$ cat src/rtl/text_pkg.sv
// Shared token, state and glyph definitions for the character-RAM writer.
// The glyph width matches draw_letter's select_letter input.
package text_pkg;

   localparam int GLYPH_W = 6;
   localparam logic [GLYPH_W-1:0] BLANK_GLYPH = 6'h3F;

   typedef enum logic [1:0] {
      CMD_PUT       = 2'd0,
      CMD_NEWLINE   = 2'd1,
      CMD_BACKSPACE = 2'd2,
      CMD_CLEAR     = 2'd3
   } tok_cmd_t;

   typedef enum logic {
      ST_IDLE  = 1'b0,
      ST_CLEAR = 1'b1
   } wr_state_t;

endpackage

$ cat src/rtl/cursor_counter.sv
// Text cursor column/row register with advance, retreat, newline and home controls.
// The next-position outputs let the writer address a cell before the cursor register updates.
module cursor_counter #(
   parameter int COLS = 16,
   parameter int ROWS = 8
) (
   input  logic                    i_clk,
   input  logic                    i_rst_n,
   input  logic                    i_inc,
   input  logic                    i_dec,
   input  logic                    i_nl,
   input  logic                    i_zero,
   output logic [$clog2(COLS)-1:0] o_col,
   output logic [$clog2(ROWS)-1:0] o_row,
   output logic [$clog2(COLS)-1:0] o_col_nxt,
   output logic [$clog2(ROWS)-1:0] o_row_nxt
);

   localparam int COL_W = $clog2(COLS);
   localparam int ROW_W = $clog2(ROWS);
   localparam logic [COL_W-1:0] COL_MAX = COL_W'(COLS - 1);
   localparam logic [ROW_W-1:0] ROW_MAX = ROW_W'(ROWS - 1);

   logic [COL_W-1:0] r_col;
   logic [ROW_W-1:0] r_row;
   logic [ROW_W-1:0] w_row_up;

   always_comb begin
      w_row_up  = (r_row == ROW_MAX) ? '0 : r_row + 1'b1;
      o_col_nxt = r_col;
      o_row_nxt = r_row;
      if (i_zero) begin
         o_col_nxt = '0;
         o_row_nxt = '0;
      end else if (i_inc) begin
         if (r_col == COL_MAX) begin
            o_col_nxt = '0;
            o_row_nxt = w_row_up;
         end else begin
            o_col_nxt = r_col + 1'b1;
         end
      end else if (i_dec) begin
         // Retreat stops at the home cell; it never wraps backwards past (0,0).
         if (r_col != '0) begin
            o_col_nxt = r_col - 1'b1;
         end else if (r_row != '0) begin
            o_col_nxt = COL_MAX;
            o_row_nxt = r_row - 1'b1;
         end
      end else if (i_nl) begin
         o_col_nxt = '0;
         o_row_nxt = w_row_up;
      end
   end

   always_ff @(posedge i_clk or negedge i_rst_n) begin
      if (!i_rst_n) begin
         r_col <= '0;
         r_row <= '0;
      end else begin
         r_col <= o_col_nxt;
         r_row <= o_row_nxt;
      end
   end

   assign o_col = r_col;
   assign o_row = r_row;

endmodule

$ cat src/rtl/text_buffer_writer.sv
// Token-driven writer for the character-cell RAM: PUT/NEWLINE/BACKSPACE at one per
// cycle, CLEAR as a one-cell-per-cycle blank sweep with the token port locked out.
module text_buffer_writer
   import text_pkg::*;
#(
   parameter int COLS   = 16,
   parameter int ROWS   = 8,
   parameter int ADDR_W = $clog2(COLS * ROWS)
) (
   input  logic                    pixel_clk_in,
   input  logic                    rst_n_in,
   input  logic                    tok_valid_in,
   output logic                    tok_ready_out,
   input  logic [1:0]              tok_cmd_in,
   input  logic [GLYPH_W-1:0]      tok_letter_in,
   output logic                    wr_en_out,
   output logic [ADDR_W-1:0]       wr_addr_out,
   output logic [GLYPH_W-1:0]      wr_data_out,
   output logic [$clog2(COLS)-1:0] cursor_col_out,
   output logic [$clog2(ROWS)-1:0] cursor_row_out,
   output logic                    busy_out
);

   localparam int COL_W = $clog2(COLS);
   localparam int ROW_W = $clog2(ROWS);
   localparam logic [ADDR_W-1:0] LAST_ADDR = ADDR_W'(COLS * ROWS - 1);

   wr_state_t            r_state, w_state_nxt;
   logic                 r_ready;
   logic                 r_wr_en, w_wr_en_nxt;
   logic [ADDR_W-1:0]    r_wr_addr, w_wr_addr_nxt;
   logic [GLYPH_W-1:0]   r_wr_data, w_wr_data_nxt;
   logic                 w_accept;
   logic                 w_inc, w_dec, w_nl, w_zero;
   logic [COL_W-1:0]     w_col, w_col_nxt;
   logic [ROW_W-1:0]     w_row, w_row_nxt;

   function automatic logic [ADDR_W-1:0] cell_addr(input logic [COL_W-1:0] col,
                                                   input logic [ROW_W-1:0] row);
      return ADDR_W'(row) * ADDR_W'(COLS) + ADDR_W'(col);
   endfunction

   cursor_counter #(
      .COLS (COLS),
      .ROWS (ROWS)
   ) u_cursor (
      .i_clk     (pixel_clk_in),
      .i_rst_n   (rst_n_in),
      .i_inc     (w_inc),
      .i_dec     (w_dec),
      .i_nl      (w_nl),
      .i_zero    (w_zero),
      .o_col     (w_col),
      .o_row     (w_row),
      .o_col_nxt (w_col_nxt),
      .o_row_nxt (w_row_nxt)
   );

   assign w_accept = tok_valid_in && r_ready;

   always_comb begin
      w_state_nxt   = r_state;
      w_wr_en_nxt   = 1'b0;
      w_wr_addr_nxt = r_wr_addr;
      w_wr_data_nxt = r_wr_data;
      w_inc         = 1'b0;
      w_dec         = 1'b0;
      w_nl          = 1'b0;
      w_zero        = 1'b0;
      case (r_state)
         ST_IDLE: begin
            if (w_accept) begin
               case (tok_cmd_t'(tok_cmd_in))
                  CMD_PUT: begin
                     w_wr_en_nxt   = 1'b1;
                     w_wr_addr_nxt = cell_addr(w_col, w_row);
                     w_wr_data_nxt = tok_letter_in;
                     w_inc         = 1'b1;
                  end
                  CMD_NEWLINE: w_nl = 1'b1;
                  CMD_BACKSPACE: begin
                     if ((w_col != '0) || (w_row != '0)) begin
                        w_dec         = 1'b1;
                        w_wr_en_nxt   = 1'b1;
                        w_wr_addr_nxt = cell_addr(w_col_nxt, w_row_nxt);
                        w_wr_data_nxt = BLANK_GLYPH;
                     end
                  end
                  CMD_CLEAR: begin
                     w_state_nxt   = ST_CLEAR;
                     w_wr_en_nxt   = 1'b1;
                     w_wr_addr_nxt = '0;
                     w_wr_data_nxt = BLANK_GLYPH;
                  end
               endcase
            end
         end
         ST_CLEAR: begin
            // The write-address register doubles as the sweep counter; once the
            // last cell has been issued, spend one cycle homing the cursor.
            if (r_wr_addr == LAST_ADDR) begin
               w_state_nxt = ST_IDLE;
               w_zero      = 1'b1;
            end else begin
               w_wr_en_nxt   = 1'b1;
               w_wr_addr_nxt = r_wr_addr + 1'b1;
               w_wr_data_nxt = BLANK_GLYPH;
            end
         end
         default: w_state_nxt = ST_IDLE;
      endcase
   end

   always_ff @(posedge pixel_clk_in or negedge rst_n_in) begin
      if (!rst_n_in) begin
         r_state <= ST_IDLE;
      end else begin
         r_state <= w_state_nxt;
      end
   end

   always_ff @(posedge pixel_clk_in or negedge rst_n_in) begin
      if (!rst_n_in) begin
         r_ready   <= 1'b0;
         r_wr_en   <= 1'b0;
         r_wr_addr <= '0;
         r_wr_data <= '0;
      end else begin
         // Ready stays low for the cycle spent returning to IDLE after a sweep.
         r_ready   <= (r_state == ST_IDLE) && (w_state_nxt == ST_IDLE);
         r_wr_en   <= w_wr_en_nxt;
         r_wr_addr <= w_wr_addr_nxt;
         r_wr_data <= w_wr_data_nxt;
      end
   end

   assign tok_ready_out  = r_ready;
   assign wr_en_out      = r_wr_en;
   assign wr_addr_out    = r_wr_addr;
   assign wr_data_out    = r_wr_data;
   assign cursor_col_out = w_col;
   assign cursor_row_out = w_row;
   assign busy_out       = (r_state == ST_CLEAR);

endmodule
$ cat config.mk
export PLATFORM = sky130hd
export DESIGN_NAME = text_buffer_writer
export DESIGN_NICKNAME = d
export VERILOG_FILES = /design/src/rtl/text_pkg.sv /design/src/rtl/cursor_counter.sv /design/src/rtl/text_buffer_writer.sv
export SDC_FILE = /design/constraint.sdc
export NUM_CORES = 1
export LEC_CHECK = 0
export BUFFER_PORTS_ARGS = -buffer_cell sky130_fd_sc_hd__buf_4
export CORE_MARGIN = 3
export CORE_UTILIZATION = 40
export CTS_CLUSTER_DIAMETER = 40
export DETAILED_ROUTE_END_ITERATION = 8
export HOLD_SLACK_MARGIN = 0.1
export SLEW_MARGIN = 20
export SYNTH_ARGS = -nofsm -noshare
export SYNTH_HDL_FRONTEND = slang
export SYNTH_SLANG_ARGS = --single-unit
$ cat constraint.sdc
create_clock -name pixel_clk_in -period 2.15 [get_ports pixel_clk_in]
set_input_delay 0.1075 -clock pixel_clk_in [delete_from_list [all_inputs] [get_ports pixel_clk_in]]
set_output_delay 0.1075 -clock pixel_clk_in [all_outputs]
set_load 0.02 [all_outputs]
# Word-level counts from Yosys, hierarchy flattened
# Index checks and enable logic that the tools add are counted.
[classes] n_addsub=7 eq_ne=10 n_mux=44 n_bitwise=2 reduce_logical=8
[ops] op="4-bit two-way mux" count=7
[ops] op="3-bit two-way mux" count=8
[ops] op="7-bit two-way mux" count=3
[ops] op="7-bit one-hot mux with 3 select lines" count=1
[ops] op="6-bit two-way mux" count=3
[ops] op="6-bit one-hot mux with 3 select lines" count=1
[ops] op="1-bit two-way mux" count=16
[ops] op="7-bit by 4-bit adder with 7-bit output" count=2
[ops] op="7-bit one-hot mux with 2 select lines" count=1
[ops] op="6-bit one-hot mux with 2 select lines" count=1
[ops] op="7-bit by 1-bit adder with 7-bit output (second input constant)" count=1
[ops] op="7-bit == test (second input constant)" count=1
[ops] op="1-bit one-hot mux with 2 select lines" count=3
[ops] op="4-bit by 1-bit adder with 4-bit output (second input constant)" count=1
[ops] op="2-bit == test (second input constant)" count=2
[ops] op="4-bit == test (second input constant)" count=1
[ops] op="2-bit != test (second input constant)" count=2
[ops] op="4-bit by 1-bit != test with 1-bit output (second input constant)" count=1
[ops] op="4-bit AND reduction" count=1
[ops] op="4-bit nonzero test" count=1
[ops] op="4-bit by 1-bit subtractor with 4-bit output (second input constant)" count=1
[ops] op="3-bit by 1-bit adder with 3-bit output (second input constant)" count=1
[ops] op="3-bit == test (second input constant)" count=1
[ops] op="3-bit != test (second input constant)" count=1
[ops] op="other kinds (8)" count=10
[totals] register_bits=23 output_inout_bits=23

# Logic depth before layout (Yosys ltp)
# Gate-level depths: netlist (run 1).
[depth] ltp_word=14 mapped_depth=11 depth_no_buf=7

# Cells and area by module
# From an unflattened synthesis (run 1), not the netlist that was laid out.
[unflattened] hier_cells=188 area_unflattened_um2=1695.4
[modules_own_cells] module="text_buffer_writer" instances=1 cells_per_inst=104 area_per_inst_um2=1002.2 seq_area_each_um2=400.4
[modules_own_cells] module="cursor_counter" instances=1 cells_per_inst=84 area_per_inst_um2=693.2 seq_area_each_um2=175.2

# Worst setup path after synthesis (run 1)
# No wires, ideal clock.
[synth_path] path_type="reg2reg" from="register u_cursor.r_row[0] (netlist: u_cursor.o_row[0])" to="register r_wr_addr[1] (netlist: wr_addr_out[1])" setup_ns=0.120 arrival_time_ns=2.225 slack_ns=-0.194 path_stages_with_launch=10 synth_period_minus_slack_ns=2.344 cell_sequence="dfrtp_1 -> clkbuf_1 -> inv_1 -> ha_1 -> nor2b_2 -> a311o_1 -> buf_6 -> nand2_2 -> mux2_2 -> a31o_1"
[synth_between] elab_chain_len=14 elab_cells_between_ends=18 classes_between="add/sub (1); eq/ne (1); mux (13); reduce/logical (3)"
[synth_lines] element="start, declared" line_no="cursor_counter.sv:25" source="logic [ROW_W-1:0] r_row;"
[synth_lines] element="start signal, assigned" line_no="cursor_counter.sv:62" source="r_row <= o_row_nxt;"
[synth_lines] element="3-bit nonzero test (*)" line_no="cursor_counter.sv:46, text_buffer_writer.sv:82"
[synth_lines] element="1-bit logical OR" line_no="text_buffer_writer.sv:82" source="if ((w_col != '0) || (w_row != '0)) begin"
[synth_lines] element="1-bit two-way mux" line_no="text_buffer_writer.sv:82"
[synth_lines] element="1-bit two-way mux" line_no="text_buffer_writer.sv:73" source="case (tok_cmd_t'(tok_cmd_in))"
[synth_lines] element="1-bit two-way mux" line_no="text_buffer_writer.sv:72" source="if (w_accept) begin"
[synth_lines] element="1-bit two-way mux" line_no="text_buffer_writer.sv:70" source="case (r_state)"
[synth_lines] element="4-bit two-way mux" line_no="cursor_counter.sv:42" source="end else if (i_dec) begin"
[synth_lines] element="4-bit two-way mux" line_no="cursor_counter.sv:35" source="end else if (i_inc) begin"
[synth_lines] element="4-bit two-way mux" line_no="cursor_counter.sv:32" source="if (i_zero) begin"
[synth_lines] element="7-bit by 4-bit adder with 7-bit output" line_no="text_buffer_writer.sv:40" source="return ADDR_W'(row) * ADDR_W'(COLS) + ADDR_W'(col);"
[synth_lines] element="7-bit two-way mux" line_no="text_buffer_writer.sv:82"
[synth_lines] element="7-bit one-hot mux with 3 select lines" line_no="text_buffer_writer.sv:73"
[synth_lines] element="7-bit two-way mux" line_no="text_buffer_writer.sv:72"
[synth_lines] element="7-bit one-hot mux with 2 select lines" line_no="text_buffer_writer.sv:70"
[synth_lines] element="end signal, assigned" line_no="text_buffer_writer.sv:132" source="r_wr_addr <= w_wr_addr_nxt;"
[synth_lines] element="end, declared" line_no="text_buffer_writer.sv:31" source="logic [ADDR_W-1:0] r_wr_addr, w_wr_addr_nxt;"
# Every way passes the cells marked *; elsewhere a longest branch is shown, timed or not. The select of a mux whose other input is x is not followed.
# A chain may end at the register's enable or synchronous reset.

# Final worst setup path (run 1)
[layout_path] from="register u_cursor.r_col[1] (netlist: u_cursor.o_col[1])" to="register r_wr_addr[6] (netlist: wr_addr_out[6])"
[layout_between] elab_chain_len=14 elab_cells_between_ends=29 classes_between="add/sub (4); eq/ne (2); mux (20); reduce/logical (3)"
[layout_lines] element="start, declared" line_no="cursor_counter.sv:24" source="logic [COL_W-1:0] r_col;"
[layout_lines] element="start signal, assigned" line_no="cursor_counter.sv:61" source="r_col <= o_col_nxt;"
[layout_lines] element="4-bit nonzero test" line_no="cursor_counter.sv:44, text_buffer_writer.sv:82"
[layout_lines] element="1-bit logical OR" line_no="text_buffer_writer.sv:82"
[layout_lines] element="1-bit two-way mux" line_no="text_buffer_writer.sv:82"
[layout_lines] element="1-bit two-way mux" line_no="text_buffer_writer.sv:73"
[layout_lines] element="1-bit two-way mux" line_no="text_buffer_writer.sv:72"
[layout_lines] element="1-bit two-way mux" line_no="text_buffer_writer.sv:70"
[layout_lines] element="3-bit two-way mux or 4-bit two-way mux (tied branches)" line_no="cursor_counter.sv:42"
[layout_lines] element="3-bit two-way mux or 4-bit two-way mux (tied branches)" line_no="cursor_counter.sv:35"
[layout_lines] element="3-bit two-way mux or 4-bit two-way mux (tied branches)" line_no="cursor_counter.sv:32"
[layout_lines] element="7-bit by 4-bit adder with 7-bit output" line_no="text_buffer_writer.sv:40"
[layout_lines] element="7-bit two-way mux" line_no="text_buffer_writer.sv:82"
[layout_lines] element="7-bit one-hot mux with 3 select lines" line_no="text_buffer_writer.sv:73"
[layout_lines] element="7-bit two-way mux" line_no="text_buffer_writer.sv:72"
[layout_lines] element="7-bit one-hot mux with 2 select lines" line_no="text_buffer_writer.sv:70"
# Several ways; a longest one is shown, not always the timed one. The select of a mux whose other input is x is not followed.

==> results of run 1 <==
==> metrics by stage <==
stage                     total power, mW  instances  worst slack (ns)
after floorplan                     0.473        217           0.00485
after global placement              0.516        312             0.123
after detailed placement            0.514        312             0.111
after CTS                           0.793        318            0.0859
after global routing                0.811        320           -0.0105
final                               0.783        320             0.118
==> state kept, by name (all words and copies together) (netlist names) <==
| register | cells |
|---|---|
| wr_addr_out | 7 |
| wr_data_out | 6 |
| u_cursor.o_col | 4 |
| u_cursor.o_row | 3 |
| busy_out | 1 |
| tok_ready_out | 1 |
| wr_en_out | 1 |
==> cell usage in the layout, fill, tap and decap left out, drive strengths merged, types with 3 or more instances in the layout <==
cell / netlist / layout
nand3: 13 / 13
nor3: 6 / 6
o21ai: 10 / 10
a31oi: 5 / 5
nand2b: 3 / 3
clkbuf: 6 / 4
ha: 12 / 12
mux2i: 3 / 3
buf: 8 / 59
dfrtp: 23 / 23
a211o: 3 / 3
nor2: 24 / 24
o32ai: 3 / 3
inv: 11 / 11
nand2: 18 / 18
o31ai: 4 / 4
a21oi: 17 / 17
and3: 4 / 4
==> area by class of cell <==
| cell class | instances | area (sq um) | share of cell area [%] |
|---|---|---|---|
| inverters | 11 | 41.3 | 1.75 |
| well taps | 52 | 65.1 | 2.76 |
| clock buffers | 4 | 45.0 | 1.91 |
| repair buffers | 61 | 463 | 19.6 |
| multi-input cells | 169 | 1170 | 49.4 |
| flip-flops and latches | 23 | 579 | 24.5 |
==> path summary, 6_finish.rpt <==
path | from | depth (start not counted) | to
max in group asynchronous | rst_n_in | 2 | u_cursor.o_row[0]
hold reg to reg | wr_data_out[4] | 2 | wr_data_out[4]
hold / removal | tok_letter_in[4] | 3 | wr_data_out[4]
setup reg to reg | u_cursor.o_col[1] | 7 | wr_addr_out[6]
setup / recovery | u_cursor.o_col[1] | 7 | wr_addr_out[6]
min in group asynchronous | rst_n_in | 2 | wr_addr_out[3]
==> cell families after synthesis <==
family          count (synthesis)  synth area share [%]
compound gates                 65                  25.6
xor+xnor                        4                  1.88
mux                             4                  2.21
flops                          23                  30.9
fa+ha+maj                      12                  8.05
buf+inv                        25                  7.52
simple gates                   84                  23.8
==> worst max-delay path, stage by stage (launching register included) <==
cell and delay (ns):
dfrtp_2 0.40, inv_1 0.12, ha_4 0.17, or3b_4 0.42
or4_1 0.40, nand4_1 0.12, a21oi_2 0.07, o31ai_2 0.23
==> what timing repair did <==
action	4_1_cts	5_1_grt
hold buffers	2	0
setup buffers	0	2
setup endpoints to repair	0	5
resized for setup	0	3
hold endpoints to repair	24	0
==> where the power goes <==
| part | leakage (nW) | switching, mW | internal, mW |
|---|---|---|---|
| clock network | 0.0228 | 0.142 | 0.132 |
| logic | 0.776 | 0.0439 | 0.0323 |
| registers | 0.247 | 0 | 0.432 |
==> metal layers <==
metal / up-vias / track usage, % / routed length, microns
met5: - / 0 / 0
met2: 83 / 29.8 / 2380
met3: 10 / 3.11 / 358
li1: 903 / - / -
met4: 0 / 4.15 / 106
met1: 845 / 30.9 / 2410
==> flow_metrics.py, run 1 <==
metrics = {
    "clock_network": {
        "root_buffer": "clkbuf_8",
        "clockBufferDepth": 2,
        "clock_sink_count": 23,
        "numCtsBuffers": 3,
        "tritoncts_clock_tree": "yes",
        "cts.clk_slew.worst_paths_ns": 0.08,
        "ctsHtreeMaxLevel": 1,
        "clock_latency_late_sink_ns": 0.26,
    },
    "placement": {
        "place.gp.congestion": 0.961,
        "detailed_place_hpwl_microns": 4040,
        "placement.cell_area_sq_um": 2260,
        "io_buffers": 33,
    },
    "setup_path": {
        "criticalPathCategory": "reg2reg",
        "cp_max_fo": 6,
        "setup.reg_to_reg.worst_slack_ns": 0.12,
        "setup.worst_path.start_class": "register",
        "worstPathRequired_ns": 2.33,
        "critical_path_arrival_ns": 2.22,
        "worstSetupEndpointType": "register",
    },
    "synthesis": {
        "synth-main-ff-cell": "dfrtp_1",
        "synthTopCellsByCount": "24 x nor2_1, 23 x dfrtp_1, 17 x nand2_1",
        "postSynthRegisterBits": 23,
        "synth_largest_type_area_fraction_pct": 30.9,
        "postSynth.asyncResetShare_pct": 100,
        "synth_largest_area_cell": "dfrtp_1",
        "synth.lib_cells_used.distinct": 63,
        "syn_area_per_cell_sq_um": 8.59,
        "synth.area.top_cells": "dfrtp_1 31%, ha_1 8.1%, nor2_1 4.8%",
        "synth_enable_flop_cells": 0,
        "synth_most_common_cell": "nor2_1",
        "mappedNetlistArea_sq_um": 1860,
        "synth_sequential_area_ratio_pct": 30.9,
        "synth_fp_nets": 240,
        "yosysWarnings": 0,
        "post_synth_inst_count": 217,
    },
    "run_status": {
        "result_of_the_run": "complete, no violations",
    },
    "pwr": {
        "pwr_per_cell_area_nw_per_um2": 332,
        "power_leakage_nw": 1.05,
        "peakVddDrop_v": 0.000324,
    },
    "sta": {
        "finalCriticalPeriod_ns": 2.03,
        "hold_violations_final": 0,
        "totalNegativeSetupSlack_ns": 0,
        "largest_clock_skew_in_the_final_design_ns": 0.00264,
        "final_min_period_over_clock_period_pct": 94.5,
        "max_slew.worst_pin.slew_ns": 0.531,
        "slew-limit-headroom_pct": 64.4,
        "highest_clock_frequency_the_design_can_meet_mhz": 492,
        "finalHoldWorstSlack_ns": 0.105,
        "final-setup-viol-count": 0,
        "timing_max_transition_violations_final": 0,
    },
    "routing": {
        "drt-wirelength-per-cell_microns": 16.4,
        "wl_microns": 5260,
        "drt-initial-drc-count": 265,
        "drt-pass1-iter-count": 5,
        "vias_after_detailed_routing": 1841,
        "drt_drc_violations_left": 0,
        "drt.antenna.violating_nets": 0,
        "post_drt_via_cell_ratio": 5.75,
    },
    "cells_and_area": {
        "final.fill_count": 414,
        "design.final.nets": 292,
        "drive_gt1_share_pct": 29.9,
        "num_antenna_cells": 0,
        "finalInstanceArea_sq_um": 2360,
        "finalCoreUtilization_pct": 53.5,
        "synthToLayoutAreaGrowth_pct": 26.6,
    },
    "grt": {
        "pin_count_of_the_biggest_net_entering_global_routing": 24,
        "antenna_found_initial": 0,
        "first_pass_grt_wire_length_microns": 8690,
        "first_global_vias": 1661,
        "globalRouteOverflowTotal": 0,
        "global_route.usage.total_pct": 20.1,
    },
    "die": {
        "initial_core_util_pct": 42.2,
        "die_width_microns": 74.3,
        "core-area_sq_um": 4410,
        "die-area_sq_um": 5520,
        "std_cell_rows": 24,
        "die_y_microns": 74.3,
        "floorplan.io_pins": 34,
    },
    "run": {
        "max_cap_viol_count": 0,
    },
    "worst_hold_path": {
        "hold_path.class": "in2reg",
    },
}
Note: power is estimated with default switching activity, not from simulation.
==> run 2, diff against run 1 <==
==> constraint.sdc (replaced) <==
create_clock -name pixel_clk_in -period 2.2 [get_ports pixel_clk_in]
set_input_delay 0.11 -clock pixel_clk_in [delete_from_list [all_inputs] [get_ports pixel_clk_in]]
set_output_delay 0.11 -clock pixel_clk_in [all_outputs]
set_load 0.02 [all_outputs]
==> flow_metrics.py, run 2 (synthesis gave the netlist of run 1 again) <==
metrics = {
    "sta": {
        "final-setup-viol-count": 0,
        "largest_clock_skew_in_the_final_design_ns": 0.00158,
        "totalNegativeSetupSlack_ns": 0,
        "timing_max_transition_violations_final": 0,
        "rsz0062_at_grt": "no",
        "final_min_period_over_clock_period_pct": 93.2,
        "finalCriticalPeriod_ns": 2.05,
        "max_slew.worst_pin.slew_ns": 0.596,
        "highest_clock_frequency_the_design_can_meet_mhz": 488,
        "hold_violations_final": 0,
        "slew-limit-headroom_pct": 60.0,
    },
    "cells_and_area": {
        "regArea_sq_um": 578,
        "drive_gt1_share_pct": 28.8,
        "synthToLayoutAreaGrowth_pct": 25.7,
        "num_antenna_cells": 0,
        "multi_input_area_sq_um": 1160,
        "layout.cells.most_common_list": "58 x buf_4, 24 x nor2_1, 21 x dfrtp_1",
        "finalCoreUtilization_pct": 53.1,
        "largest_register_ffs": 7,
        "final.fill_count": 424,
        "design.final.nets": 291,
        "mostFrequentLayoutCell": "buf_4",
    },
    "setup_path": {
        "crit_path_top_delay_cell": "or3b_4",
        "worstSetupEndpointType": "register",
        "path_depth": 7,
        "setup.worst_path.start_class": "register",
        "timing.critical_path.buf_inv": 1,
        "ff2ff_path_depth": 7,
        "criticalPathCategory": "reg2reg",
        "critical-path-max-stage-delay_ns": 0.45,
        "critical_path_arrival_ns": 2.23,
        "critPathTopFamily": "simple AND/OR/NAND/NOR gates",
        "cp_max_fo": 6,
        "worstPathCellList": "inv_1 -> ha_1 -> or3b_4 -> or4_1 -> nand4_1 -> a21oi_2 -> o31ai_2",
        "worstPathRequired_ns": 2.38,
    },
    "grt": {
        "pin_count_of_the_biggest_net_entering_global_routing": 24,
        "globalRouteOverflowTotal": 0,
        "antenna_found_initial": 0,
        "first_global_vias": 1617,
        "first_pass_grt_wire_length_microns": 8560,
        "global_route.usage.total_pct": 20.2,
    },
    "clock_network": {
        "clock_latency_late_sink_ns": 0.27,
        "clockBufferDepth": 2,
        "numCtsBuffers": 3,
        "cts.clk_slew.worst_paths_ns": 0.08,
        "tritoncts_clock_tree": "yes",
        "root_buffer": "clkbuf_8",
        "ctsHtreeMaxLevel": 1,
        "clock_sink_count": 23,
    },
    "routing": {
        "drt_drc_violations_left": 0,
        "post_drt_via_cell_ratio": 5.67,
        "vias_after_detailed_routing": 1810,
        "drt-initial-drc-count": 189,
        "drt-wirelength-per-cell_microns": 16.5,
        "wl_microns": 5250,
        "drt.antenna.violating_nets": 0,
        "drt-pass1-iter-count": 4,
    },
    "pwr": {
        "power_leakage_nw": 1.04,
        "peakVddDrop_v": 0.000238,
        "pwr-share-comb_pct": 10.0,
        "power.internal_mw": 0.585,
        "net-switching-power_mw": 0.185,
        "pwr_per_cell_area_nw_per_um2": 328,
        "switching_power_share_of_the_total_pct": 24.0,
        "share_clk_of_total_power_pct": 35.1,
        "power.share.sequential_pct": 54.9,
    },
    "die": {
        "initial_core_util_pct": 42.2,
        "die-area_sq_um": 5520,
        "die_width_microns": 74.3,
        "floorplan.io_pins": 34,
        "core-area_sq_um": 4410,
        "std_cell_rows": 24,
        "die_y_microns": 74.3,
    },
    "worst_hold_path": {
        "hold_path.class": "in2reg",
        "hold-path-cell-count": 3,
    },
    "placement": {
        "place.gp.congestion": 0.861,
        "detailed_place_hpwl_microns": 4070,
        "io_buffers": 33,
    },
    "run": {
        "max_cap_viol_count": 0,
    },
    "run_status": {
        "result_of_the_run": "complete, no violations",
    },
}
## run 2: worst register-to-register path, stage by stage, from the launching register on
cell and delay, ns:
dfrtp_2 0.40, inv_1 0.07, ha_1 0.21, or3b_4 0.45
or4_1 0.41, nand4_1 0.12, a21oi_2 0.07, o31ai_2 0.22
## run 2: metrics by stage
step           hold slack (ns)  total power, mW  instance area (sq um)  setup slack, ns  std cells
6_report                 0.105            0.769                   2340            0.150        319
5_1_grt                  0.109            0.805                   2340           0.0123        319
3_3_place_gp            0.0307            0.505                   2260            0.179        312
2_1_floorplan           -0.186            0.463                   1880          0.00848        217
4_1_cts                  0.105            0.782                   2330            0.107        318
3_5_place_dp            0.0319            0.504                   2260            0.135        312
## run 2: repair_timing
item / CTS / global route
gates resized for setup: 0 / 2
hold endpoints to repair: 24 / 0
hold buffers: 2 / 0
setup endpoints to repair: 0 / 3
setup buffers: 0 / 1
## run 2: layer usage
metal,part of all wire (%),GRT usage (%)
met2,46,30.9
met5,0,0
met3,5.1,3.11
met1,48,30.5
met4,1.2,3.36
## run 2: cell type report
cell class                 count  share of cell area (%)
inverter                      11                    1.76
tap                           52                    2.78
clock buffer                   4                    1.92
sequential                    23                    24.7
multi-input combinational    169                    49.4
timing repair buffer          60                    19.4
## run 2: path summary, 6_finish.rpt
check	startpoint	endpoint	slack [ns]
worst max register to register	u_cursor.o_col[0]	wr_addr_out[6]	0.15
min in group asynchronous	rst_n_in	wr_addr_out[2]	0.28
worst max-delay path	u_cursor.o_col[0]	wr_addr_out[6]	0.15
worst min-delay path	tok_letter_in[5]	wr_data_out[5]	0.11
worst min register to register	busy_out	tok_ready_out	0.50
max in group asynchronous	rst_n_in	u_cursor.o_row[0]	1.66
## run 2: power by group through the flow
stage               clock network (mW)  logic [mW]  registers, mW
global placement                     0      0.0740          0.431
finish                           0.270      0.0772          0.422
floorplan                            0      0.0318          0.431
detailed placement                   0      0.0736          0.431
CTS                              0.283      0.0765          0.422
global route                     0.298      0.0847          0.422
==> run 3, diff against run 2 <==
==> constraint.sdc (replaced) <==
create_clock -name pixel_clk_in -period 1.76 [get_ports pixel_clk_in]
set_input_delay 0.088 -clock pixel_clk_in [delete_from_list [all_inputs] [get_ports pixel_clk_in]]
set_output_delay 0.088 -clock pixel_clk_in [all_outputs]
set_load 0.02 [all_outputs]
==> flow_metrics.py, run 3 (synthesis gave the netlist of run 1 again) <==
metrics = {
    "sta": {
        "rsz0062_at_grt": "yes",
        "hold_violations_final": 0,
        "finalHoldWorstSlack_ns": 0.240,
        "timing.final.ws_setup_ns": -0.193,
        "timing_max_transition_violations_final": 0,
        "final_min_period_over_clock_period_pct": 111,
        "highest_clock_frequency_the_design_can_meet_mhz": 512,
        "slew-limit-headroom_pct": 66.8,
        "totalNegativeSetupSlack_ns": -1.19,
        "final-setup-viol-count": 11,
        "max_slew.worst_pin.slew_ns": 0.497,
        "largest_clock_skew_in_the_final_design_ns": 0.00639,
        "finalCriticalPeriod_ns": 1.95,
    },
    "pwr": {
        "power.internal_mw": 0.753,
        "net-switching-power_mw": 0.257,
        "pwr_per_cell_area_nw_per_um2": 352,
        "share_clk_of_total_power_pct": 34.7,
        "switching_power_share_of_the_total_pct": 25.5,
        "peakVddDrop_v": 0.000377,
        "power_leakage_nw": 1.28,
        "pwr-share-comb_pct": 13.0,
        "report.power.total_mw": 1.01,
        "power.share.sequential_pct": 52.3,
    },
    "routing": {
        "drt.antenna.violating_nets": 0,
        "post_drt_via_cell_ratio": 5.55,
        "drt_drc_violations_left": 0,
        "drt-wirelength-per-cell_microns": 16.1,
        "vias_after_detailed_routing": 2015,
        "wl_microns": 5850,
        "drt-pass1-iter-count": 4,
        "drt-initial-drc-count": 140,
    },
    "clock_network": {
        "clock_latency_late_sink_ns": 0.27,
        "numCtsBuffers": 3,
        "ctsHtreeMaxLevel": 1,
        "clock_sink_count": 23,
        "tritoncts_clock_tree": "yes",
        "root_buffer": "clkbuf_8",
        "cts.clk_slew.worst_paths_ns": 0.09,
        "clockBufferDepth": 2,
    },
    "setup_path": {
        "critical_path_arrival_ns": 2.14,
        "ff2ff_path_depth": 7,
        "criticalPathCategory": "reg2reg",
        "worstSetupEndpointType": "register",
        "setup.reg_to_reg.worst_slack_ns": -0.19,
        "timing.rr.end": "wr_addr_out[6]",
        "worstPathRequired_ns": 1.95,
        "setup.worst_path.start_class": "register",
        "critical_path.reg2reg.startpoint": "u_cursor.o_col[1]",
        "cp_max_fo": 5,
    },
    "cells_and_area": {
        "regArea_sq_um": 582,
        "mostFrequentLayoutCell": "buf_4",
        "finalInstanceArea_sq_um": 2870,
        "multi_input_area_sq_um": 1320,
        "finalCoreUtilization_pct": 65.0,
        "final.fill_count": 387,
        "synthToLayoutAreaGrowth_pct": 53.9,
        "design.final.nets": 335,
        "drive_gt1_share_pct": 46.0,
        "largest_register_ffs": 7,
        "num_antenna_cells": 0,
        "layout.cells.most_common_list": "91 x buf_4, 24 x nor2_1, 18 x dfrtp_1",
    },
    "worst_hold_path": {
        "hold_path.class": "in2async",
    },
    "grt": {
        "antenna_found_initial": 0,
        "pin_count_of_the_biggest_net_entering_global_routing": 24,
        "globalRouteOverflowTotal": 0,
        "first_pass_grt_wire_length_microns": 9200,
        "first_global_vias": 1828,
        "global_route.usage.total_pct": 21.6,
    },
    "die": {
        "initial_core_util_pct": 42.2,
        "floorplan.io_pins": 34,
        "die_width_microns": 74.3,
        "die-area_sq_um": 5520,
        "die_y_microns": 74.3,
        "std_cell_rows": 24,
        "core-area_sq_um": 4410,
    },
    "placement": {
        "place.gp.congestion": 0.942,
        "detailed_place_hpwl_microns": 4290,
        "placement.cell_area_sq_um": 2520,
        "io_buffers": 33,
    },
    "run_status": {
        "failed_checks": "negative setup slack",
        "result_of_the_run": "complete, but fails checks",
    },
    "run": {
        "max_cap_viol_count": 0,
    },
}
-- run 3: power groups by stage --
| stage | Sequential, mW | Clock (mW) | Combinational [mW] |
|---|---|---|---|
| 2_1_floorplan | 0.539 | 0 | 0.0412 |
| 3_3_place_gp | 0.538 | 0 | 0.108 |
| 3_5_place_dp | 0.538 | 0 | 0.108 |
| 4_1_cts | 0.528 | 0.360 | 0.127 |
| 5_1_grt | 0.528 | 0.377 | 0.144 |
| 6_report | 0.528 | 0.350 | 0.132 |
-- run 3: final cells by class --
type	instances	share of cell area [%]
Clock buffer	3	1.44
Tap cell	52	2.27
Sequential cell	23	20.3
Clock inverter	1	0.174
Timing Repair Buffer	104	28.6
Multi-Input combinational cell	169	45.8
Inverter	11	1.44
-- run 3: what timing repair did --
action | CTS | global route
gates resized for setup | 12 | 19
hold buffers | 8 | 0
buffers inserted | 5 | 4
endpoints found under the hold margin | 30 | 0
pin swaps | 13 | 17
endpoints found under the setup margin | 12 | 20
-- run 3: worst max path at each step --
| stage | from | to | slack, ns |
|---|---|---|---|
| finish | u_cursor.o_col[1] | wr_addr_out[6] | -0.19 |
| CTS | u_cursor.o_col[0] | wr_addr_out[6] | -0.18 |
| detailed placement | u_cursor.o_col[1] | wr_addr_out[6] | -0.18 |
| global placement | u_cursor.o_col[0] | wr_addr_out[3] | -0.19 |
| global route | u_cursor.o_col[1] | wr_addr_out[6] | -0.26 |
| floorplan | u_cursor.o_col[1] | wr_addr_out[3] | -0.29 |
-- run 3: critical path, cell delays in order (launching register included) --
cell and delay, ns:
dfrtp_2 0.41, inv_2 0.08, ha_4 0.15, or3b_4 0.42, or4_1 0.47, nand4_1 0.10
a21oi_2 0.07, o31ai_2 0.17
-- run 3: layer usage --
metal | global-route usage [%] | vias up | share of wire, %
li1 | - | 987 | -
met3 | 3.38 | 4 | 5.6
met2 | 33.9 | 63 | 48
met1 | 31.4 | 961 | 45
met5 | 0 | - | 0
met4 | 4.94 | 0 | 0.92
-- run 3: metrics by stage --
step / setup WS, ns / instances
2_1_floorplan: -0.291 / 217
3_3_place_gp: -0.194 / 342
3_5_place_dp: -0.175 / 342
4_1_cts: -0.175 / 359
5_1_grt: -0.260 / 363
6_report: -0.193 / 363
